`config.mk`:
```
export PLATFORM = sky130hd
export DESIGN_NAME = mmio_tx_fifo
export DESIGN_NICKNAME = d
export VERILOG_FILES = /design/src/rtl/mmio_tx_fifo.sv
export SDC_FILE = /design/constraint.sdc
export NUM_CORES = 1
export LEC_CHECK = 0
export BUFFER_PORTS_ARGS = -buffer_cell sky130_fd_sc_hd__buf_2
export CORE_MARGIN = 8
export CORE_UTILIZATION = 46
export CTS_BUF_LIST = sky130_fd_sc_hd__clkbuf_4 sky130_fd_sc_hd__clkbuf_8
export DETAILED_ROUTE_END_ITERATION = 8
export PLACE_DENSITY = 0.66
export SYNTH_ARGS = -nofsm -noshare
export SYNTH_HDL_FRONTEND = slang
export SYNTH_SLANG_ARGS = --single-unit
```
`constraint.sdc`:
```
create_clock -name clk -period 6.54 [get_ports clk]
set_input_delay 0.654 -clock clk [delete_from_list [all_inputs] [get_ports clk]]
set_output_delay 0.654 -clock clk [all_outputs]
set_load 0.03 [all_outputs]
```
`src/rtl/mmio_tx_fifo.sv`:
```
// mmio_tx_fifo
//   Memory-mapped transmit FIFO that sits on the ARM single-cycle data bus
//   next to dmem. Processor stores to DATA push words into the FIFO, and a
//   downstream consumer drains them through a valid/ready handshake.
//   The STATUS register reports occupancy, empty, full and a sticky overflow
//   flag. The CTRL register can clear the overflow flag and flush the FIFO.
//
//   Register window (16 bytes at BASE_ADDR, word index DataAdr[3:2]):
//     0 DATA   write pushes WriteData, reads return 0
//     1 STATUS read only: {16'b0, count[7:0], 5'b0, ovf, full, empty}
//     2 CTRL   write bit0 = clear ovf, bit1 = flush; reads return 0
//     3 reserved, reads return 0 and writes are ignored
//
// Ports
//   clk        rising-edge clock for all state
//   reset      synchronous, active-high
//   MemWrite   store strobe from the processor
//   DataAdr    byte address from the processor
//   WriteData  store data from the processor
//   rdata      load data, combinational; 0 outside the window
//   hit        DataAdr falls inside the window (combinational)
//   out_valid  FIFO head is valid (FIFO not empty)
//   out_data   FIFO head word
//   out_ready  consumer accepts the head word this cycle
module mmio_tx_fifo #(
   parameter logic [31:0] BASE_ADDR = 32'hFFFF_0000,
   parameter int          DEPTH     = 8,
   parameter int          DW        = 32
) (
   input  logic          clk,
   input  logic          reset,
   input  logic          MemWrite,
   input  logic [31:0]   DataAdr,
   input  logic [31:0]   WriteData,
   output logic [31:0]   rdata,
   output logic          hit,
   output logic          out_valid,
   output logic [DW-1:0] out_data,
   input  logic          out_ready
);

   localparam int PW = $clog2(DEPTH);
   localparam int CW = PW + 1;

   logic [DW-1:0] mem [DEPTH];

   logic [PW-1:0] wr_ptr_reg, wr_ptr_next;
   logic [PW-1:0] rd_ptr_reg, rd_ptr_next;
   logic [CW-1:0] count_reg, count_next;
   logic          ovf_reg, ovf_next;

   logic [3:0]    sel;
   logic          empty, full;
   logic          push_req, do_push, pop, ovf_set;
   logic          ctrl_wr, flush, ovf_clr;
   logic [7:0]    count8;
   logic [31:0]   status;
   logic          unused_adr_bits;

   // Byte offset within a word has no meaning for this block.
   assign unused_adr_bits = ^DataAdr[1:0];

   assign hit = (DataAdr[31:4] == BASE_ADDR[31:4]);

   // One-hot register select, already qualified by hit.
   generate
      for (genvar gi = 0; gi < 4; gi++) begin : g_sel
         assign sel[gi] = hit & (DataAdr[3:2] == 2'(gi));
      end
   endgenerate

   assign empty     = (count_reg == '0);
   assign full      = (count_reg == CW'(DEPTH));
   assign out_valid = ~empty;
   assign out_data  = mem[rd_ptr_reg];

   assign push_req = MemWrite & sel[0];
   assign ctrl_wr  = MemWrite & sel[2];
   assign flush    = ctrl_wr & WriteData[1];
   assign ovf_clr  = ctrl_wr & WriteData[0];

   assign pop      = out_valid & out_ready;
   // A push into a full FIFO still fits when the head leaves the same cycle.
   assign do_push  = push_req & (~full | pop);
   assign ovf_set  = push_req & full & ~pop;

   assign count8 = 8'(count_reg);
   assign status = {16'b0, count8, 5'b0, ovf_reg, full, empty};
   assign rdata  = sel[1] ? status : 32'h0;

   always_comb begin
      wr_ptr_next = wr_ptr_reg;
      rd_ptr_next = rd_ptr_reg;
      count_next  = count_reg;
      ovf_next    = ovf_reg;

      if (flush) begin
         // Flush beats a simultaneous pop; the consumer still took its word.
         wr_ptr_next = '0;
         rd_ptr_next = '0;
         count_next  = '0;
      end else begin
         if (do_push) wr_ptr_next = wr_ptr_reg + PW'(1);
         if (pop)     rd_ptr_next = rd_ptr_reg + PW'(1);
         case ({do_push, pop})
            2'b10:   count_next = count_reg + CW'(1);
            2'b01:   count_next = count_reg - CW'(1);
            default: count_next = count_reg;
         endcase
      end

      if (ovf_clr)      ovf_next = 1'b0;
      else if (ovf_set) ovf_next = 1'b1;
   end

   always_ff @(posedge clk) begin
      if (reset) begin
         wr_ptr_reg <= '0;
         rd_ptr_reg <= '0;
         count_reg  <= '0;
         ovf_reg    <= 1'b0;
      end else begin
         wr_ptr_reg <= wr_ptr_next;
         rd_ptr_reg <= rd_ptr_next;
         count_reg  <= count_next;
         ovf_reg    <= ovf_next;
      end
   end

   // Storage has no reset; contents are only observed while out_valid=1.
   always_ff @(posedge clk) begin
      if (do_push && !reset) begin
         mem[wr_ptr_reg] <= WriteData[DW-1:0];
      end
   end

endmodule
```
-- Yosys cells after proc, flatten, opt, wreduce, memory -nomap -nowiden
Memories as Yosys holds them, arrays and structs flattened. A register that Yosys moved wholly into a read port is not among the register bits.
Index checks and enable logic that the tools add are counted.
- reductions and logical operators: 7
- equality and inequality tests: 6
- $add $sub $neg: 4
- bitwise logic cells: 15
- muxes and demuxes: 6
- operator list (cell ; number):
    $eq 28x28->1 const B ; 1
    $mux 12 ; 1
    $and 1x1->1 ; 11
    $pmux 4 s2 ; 1
    $add 3x1->3 const B ; 2
    $mux 3 ; 2
    $add 4x1->4 const B ; 1
    $eq 2x1->1 const B ; 2
    $eq 2x2->1 const B ; 2
    $eq 4x4->1 const B ; 1
    $logic_not 4->1 ; 1
    $reduce_or 2->1 ; 2
    $sub 4x1->4 const B ; 1
    $not 1->1 ; 3
    $logic_not 2->1 ; 1
    $mux 1 ; 2
    $reduce_bool 2->1 ; 1
    $logic_and 1x1->1 ; 1
    $logic_not 1->1 ; 1
    $or 1x1->1 ; 1
- output and inout port bits: 66
- memories kept: 1
- flip-flop bits (word level): 11
- bits in writable memories: 256
- memories (memory ; words ; bits a word ; read ports ; clocked after Yosys merged registers in ; write ports ; line ; text):
    mem ; 8 ; 32 ; 1 ; 1 ; 1 ; 45 ; logic [DW-1:0] mem [DEPTH];

-- Longest topological paths before layout
- word-level depth: 8
- gate-level depth with buffers: 11
- depth with buffers taken out: 11

-- Least setup slack after synthesis
OpenSTA, ideal clock, no wires.
- kind: input-to-reg
- from: input port DataAdr[5]
- to: memory mem[6][0] (enable)
- arrival time: 4.907 ns
- library setup time: 0.505 ns
- path slack: 1.129 ns
- stages on the path: 4
- buffers on the path: 0
- cell sequence: or4_4 nor4_4 nand4_1 nor4_1
- word-level cells in the longest chain between the ends: 7
- RTL lines (what ; line ; text):
    start, declared ; 33 ; input logic [31:0] DataAdr,
    $eq 28x28->1 ; 63 ; assign hit = (DataAdr[31:4] == BASE_ADDR[31:4]);
    $and 1x1->1 ; 68 ; assign sel[gi] = hit & (DataAdr[3:2] == 2'(gi));
    $and 1x1->1 ; 77 ; assign push_req = MemWrite & sel[0];
    $and 1x1->1 ; 84 ; assign do_push = push_req & (~full | pop);
    $logic_and 1x1->1 ; 132 ; if (do_push && !reset) begin
    $mux 1 ; 132 ;
    $mux 1 (not written as such) ; 133 ; mem[wr_ptr_reg] <= WriteData[DW-1:0];
    end, declared ; 45 ;
Every way passes these cells.

==> metrics.cfg <==
[global_routing]
grt_pass1_vias = 5823
gr-usage-all-layers = 0.148
antenna_found_initial = 3
grt.overflow.total = 0
grt_max_degree = 65
grt_first_pass_wirelength_mm = 32.2

[finish]
final_nets = 725
num-fill-cells = 1869
utilization = 0.537
drive_gt1_frac = 0.438
final_common_cell = edfxtp_1
area_delta_synth_final_pct = 15.8
final_cell_mix = 256 x edfxtp_1, 106 x buf_2, 64 x mux4_2
largest_reg_flops = 256
diodes = 0

[clocking]
postCtsHoldBufs = 0
cts_made_buffers = 44
cts_tree = done
htreeDepth = 2
cts_setup_buffers = 0
clock_latency_ns = 0.52
cts_root_buffer = clkbuf_8
clk_pin_slew_ns = 0.06
cts_resized = 0
clk_path_buf_depth = 3
clock_sinks = 270

[floorplanning]
fp.dieW_um = 169
io_pins = 134
dieArea_um2 = 28500
die_h_um = 169
rows = 56
start_util = 0.464
fp.coreArea_um2 = 23200

[yosys]
synth_edf_count = 256
yosysTopAreaCellShare = 0.715
synth_top_area_cell = edfxtp_1
syn_area_per_cell_um2 = 20.9
synth_flop_cell = edfxtp_1
ys_ff_latch = 270
yosysWarnings = 0
async_flop_share = 0
synth_top_family_by_area = multiplexers
synthAdderAreaFrac = 0.00652
synthMuxAreaShare = 0.170
synth_compound_area_frac = 0.00919
syn_inst = 515
synth_cell_types = 45
synth_seq_area_share = 0.741
yosys.area_share.simple = 0.0429
syn_area_um2 = 10800
synth.area.top_cells = edfxtp_1 71%, mux4_2 13%, mux2_2 3.5%
synth_xor_area_frac = 0.00326

[setup_path]
r2r-end = count_reg[3]$_SDFFE_PP0P_
path_max_fanout = 33
critPathLaunchType = flip-flop
reg2reg_depth = 9
critical_path_class = reg2out
r2r_setup_slack_ns = 3.83
rr_startpoint = count_reg[1]$_SDFFE_PP0P_
crit_path_end_kind = output pin
cp_data_arrival_time_ns = 3.09
cp.required_ns = 5.89

[timing]
period_needed_ns = 3.75
slew_viol_final = 0
max-slew-margin-rel = 0.290
grt_setup_unrepaired = false
fmax_mhz = 267
worst_slew_pin_slew_ns = 1.06
hold_violations = 0
finClkSkew_ns = 0.00892
finalSetupTns_ns = 0
finalCritPeriodShare = 0.573
setup_violations = 0

[power_and_ir_drop]
combPwrFrac = 0.019
vdd_drop_max_mv = 0.129
seq_power_share = 0.566
internal_power_uw = 2690
leakage_uw = 0.00411
p_clk_frac = 0.415
swShare = 0.193
p_sw_uw = 644
power.density_nw_per_um2 = 268

[routing]
drt-initial-drc-count = 322
wire_per_inst_um = 20.7
drc_errors = 0
viasPerCell = 5.26
ant_nets = 0
vias = 5267
finalWirelength_mm = 20.8
first_pass_iters = 5

[placement]
io_buffers = 106
dpl.hpwl_mm = 11.7
gp_congestion = 0.739

[flow_run]
maxCapViolCount = 0

[min_path]
min_from = reset
min_path_cells = 2
hold_class = in2reg
whs_endpoint = ovf_reg$_SDFFE_PP0P_

[outcome]
status = complete, no violations

## routing by layer
| layer | GRT usage | share of wire | up-vias | wire length [um] |
|---|---|---|---|---|
| met5 | 0 | 0.0015 | - | 32 |
| met4 | 0.0454 | 0.013 | 6 | 275 |
| met3 | 0.0391 | 0.052 | 33 | 1090 |
| met2 | 0.242 | 0.50 | 160 | 10300 |
| met1 | 0.190 | 0.44 | 2707 | 9070 |
| li1 | - | - | 2361 | - |
## worst max path at each step
stage / from / endpoint / slack, ns / cells after the start
2_1_floorplan: DataAdr[5] / mem[6][0]$_DFFE_PP_ / 1.13 / 4
3_3_place_gp: DataAdr[5] / mem[7][13]$_DFFE_PP_ / 2.92 / 7
3_5_place_dp: DataAdr[5] / mem[7][19]$_DFFE_PP_ / 2.89 / 7
4_1_cts: flip-flop / out_data[31] / 2.66 / 4
5_1_grt: flip-flop / out_data[7] / 2.52 / 4
6_report: flip-flop / out_data[2] / 2.79 / 4
## area by class of cell
cell class / instances / area [um^2] / area share
well taps: 319 / 399 / 0.0321
flip-flops and latches: 270 / 7980 / 0.641
clock inverters: 12 / 78.8 / 0.00633
inverters: 4 / 15.0 / 0.00121
repair buffers: 113 / 583 / 0.0468
multi-input cells: 219 / 2630 / 0.211
clock buffers: 65 / 769 / 0.0618
## per-stage QoR
stage / cell area [um^2] / cells / worst slack, ns / hold WS, ns / power (uW)
after CTS: 12500 / 1002 / 2.66 / 0.359 / 3380
after floorplan: 10800 / 539 / 1.13 / 0.434 / 1960
final: 12500 / 1002 / 2.79 / 0.385 / 3340
after global placement: 11600 / 925 / 2.92 / 0.453 / 1980
after global routing: 12500 / 1002 / 2.52 / 0.374 / 3460
after detailed placement: 11600 / 925 / 2.89 / 0.470 / 1990
## worst max-delay path, cell delays in order, from the launching register on
cell     delay [ns]
dfxtp_4        0.78
buf_4          0.66
mux4_2         0.58
mux2_2         0.31
buf_2          0.19
## cells by family after synthesis
family          after synthesis
buf+inv                      50
simple gates                 70
flops                       270
xor+xnor                      4
fa+ha+maj                     5
mux                          99
other cells                   1
compound gates               16
## cells in the mapped netlist (5+ instances only)
library cell  number
buf_1              7
clkbuf_1          12
nor2_1             7
or4_1              5
a21oi_1            6
edfxtp_1         256
nor3_1             8
mux2_2            33
dfxtp_1           14
nand3_1            7
nand2_1            7
and2_1             6
mux4_2            64
buf_4             25
nand4_1            5
## power groups by stage
| stage | Combinational [uW] | Sequential, uW | Clock, uW |
|---|---|---|---|
| after floorplan | 35.4 | 1930 | 0 |
| after global placement | 57.8 | 1920 | 0 |
| after detailed placement | 62.4 | 1920 | 0 |
| after CTS | 62.5 | 1890 | 1430 |
| after global routing | 68.9 | 1890 | 1500 |
| final | 62.9 | 1890 | 1390 |
Power figures use the tool's default switching activity.
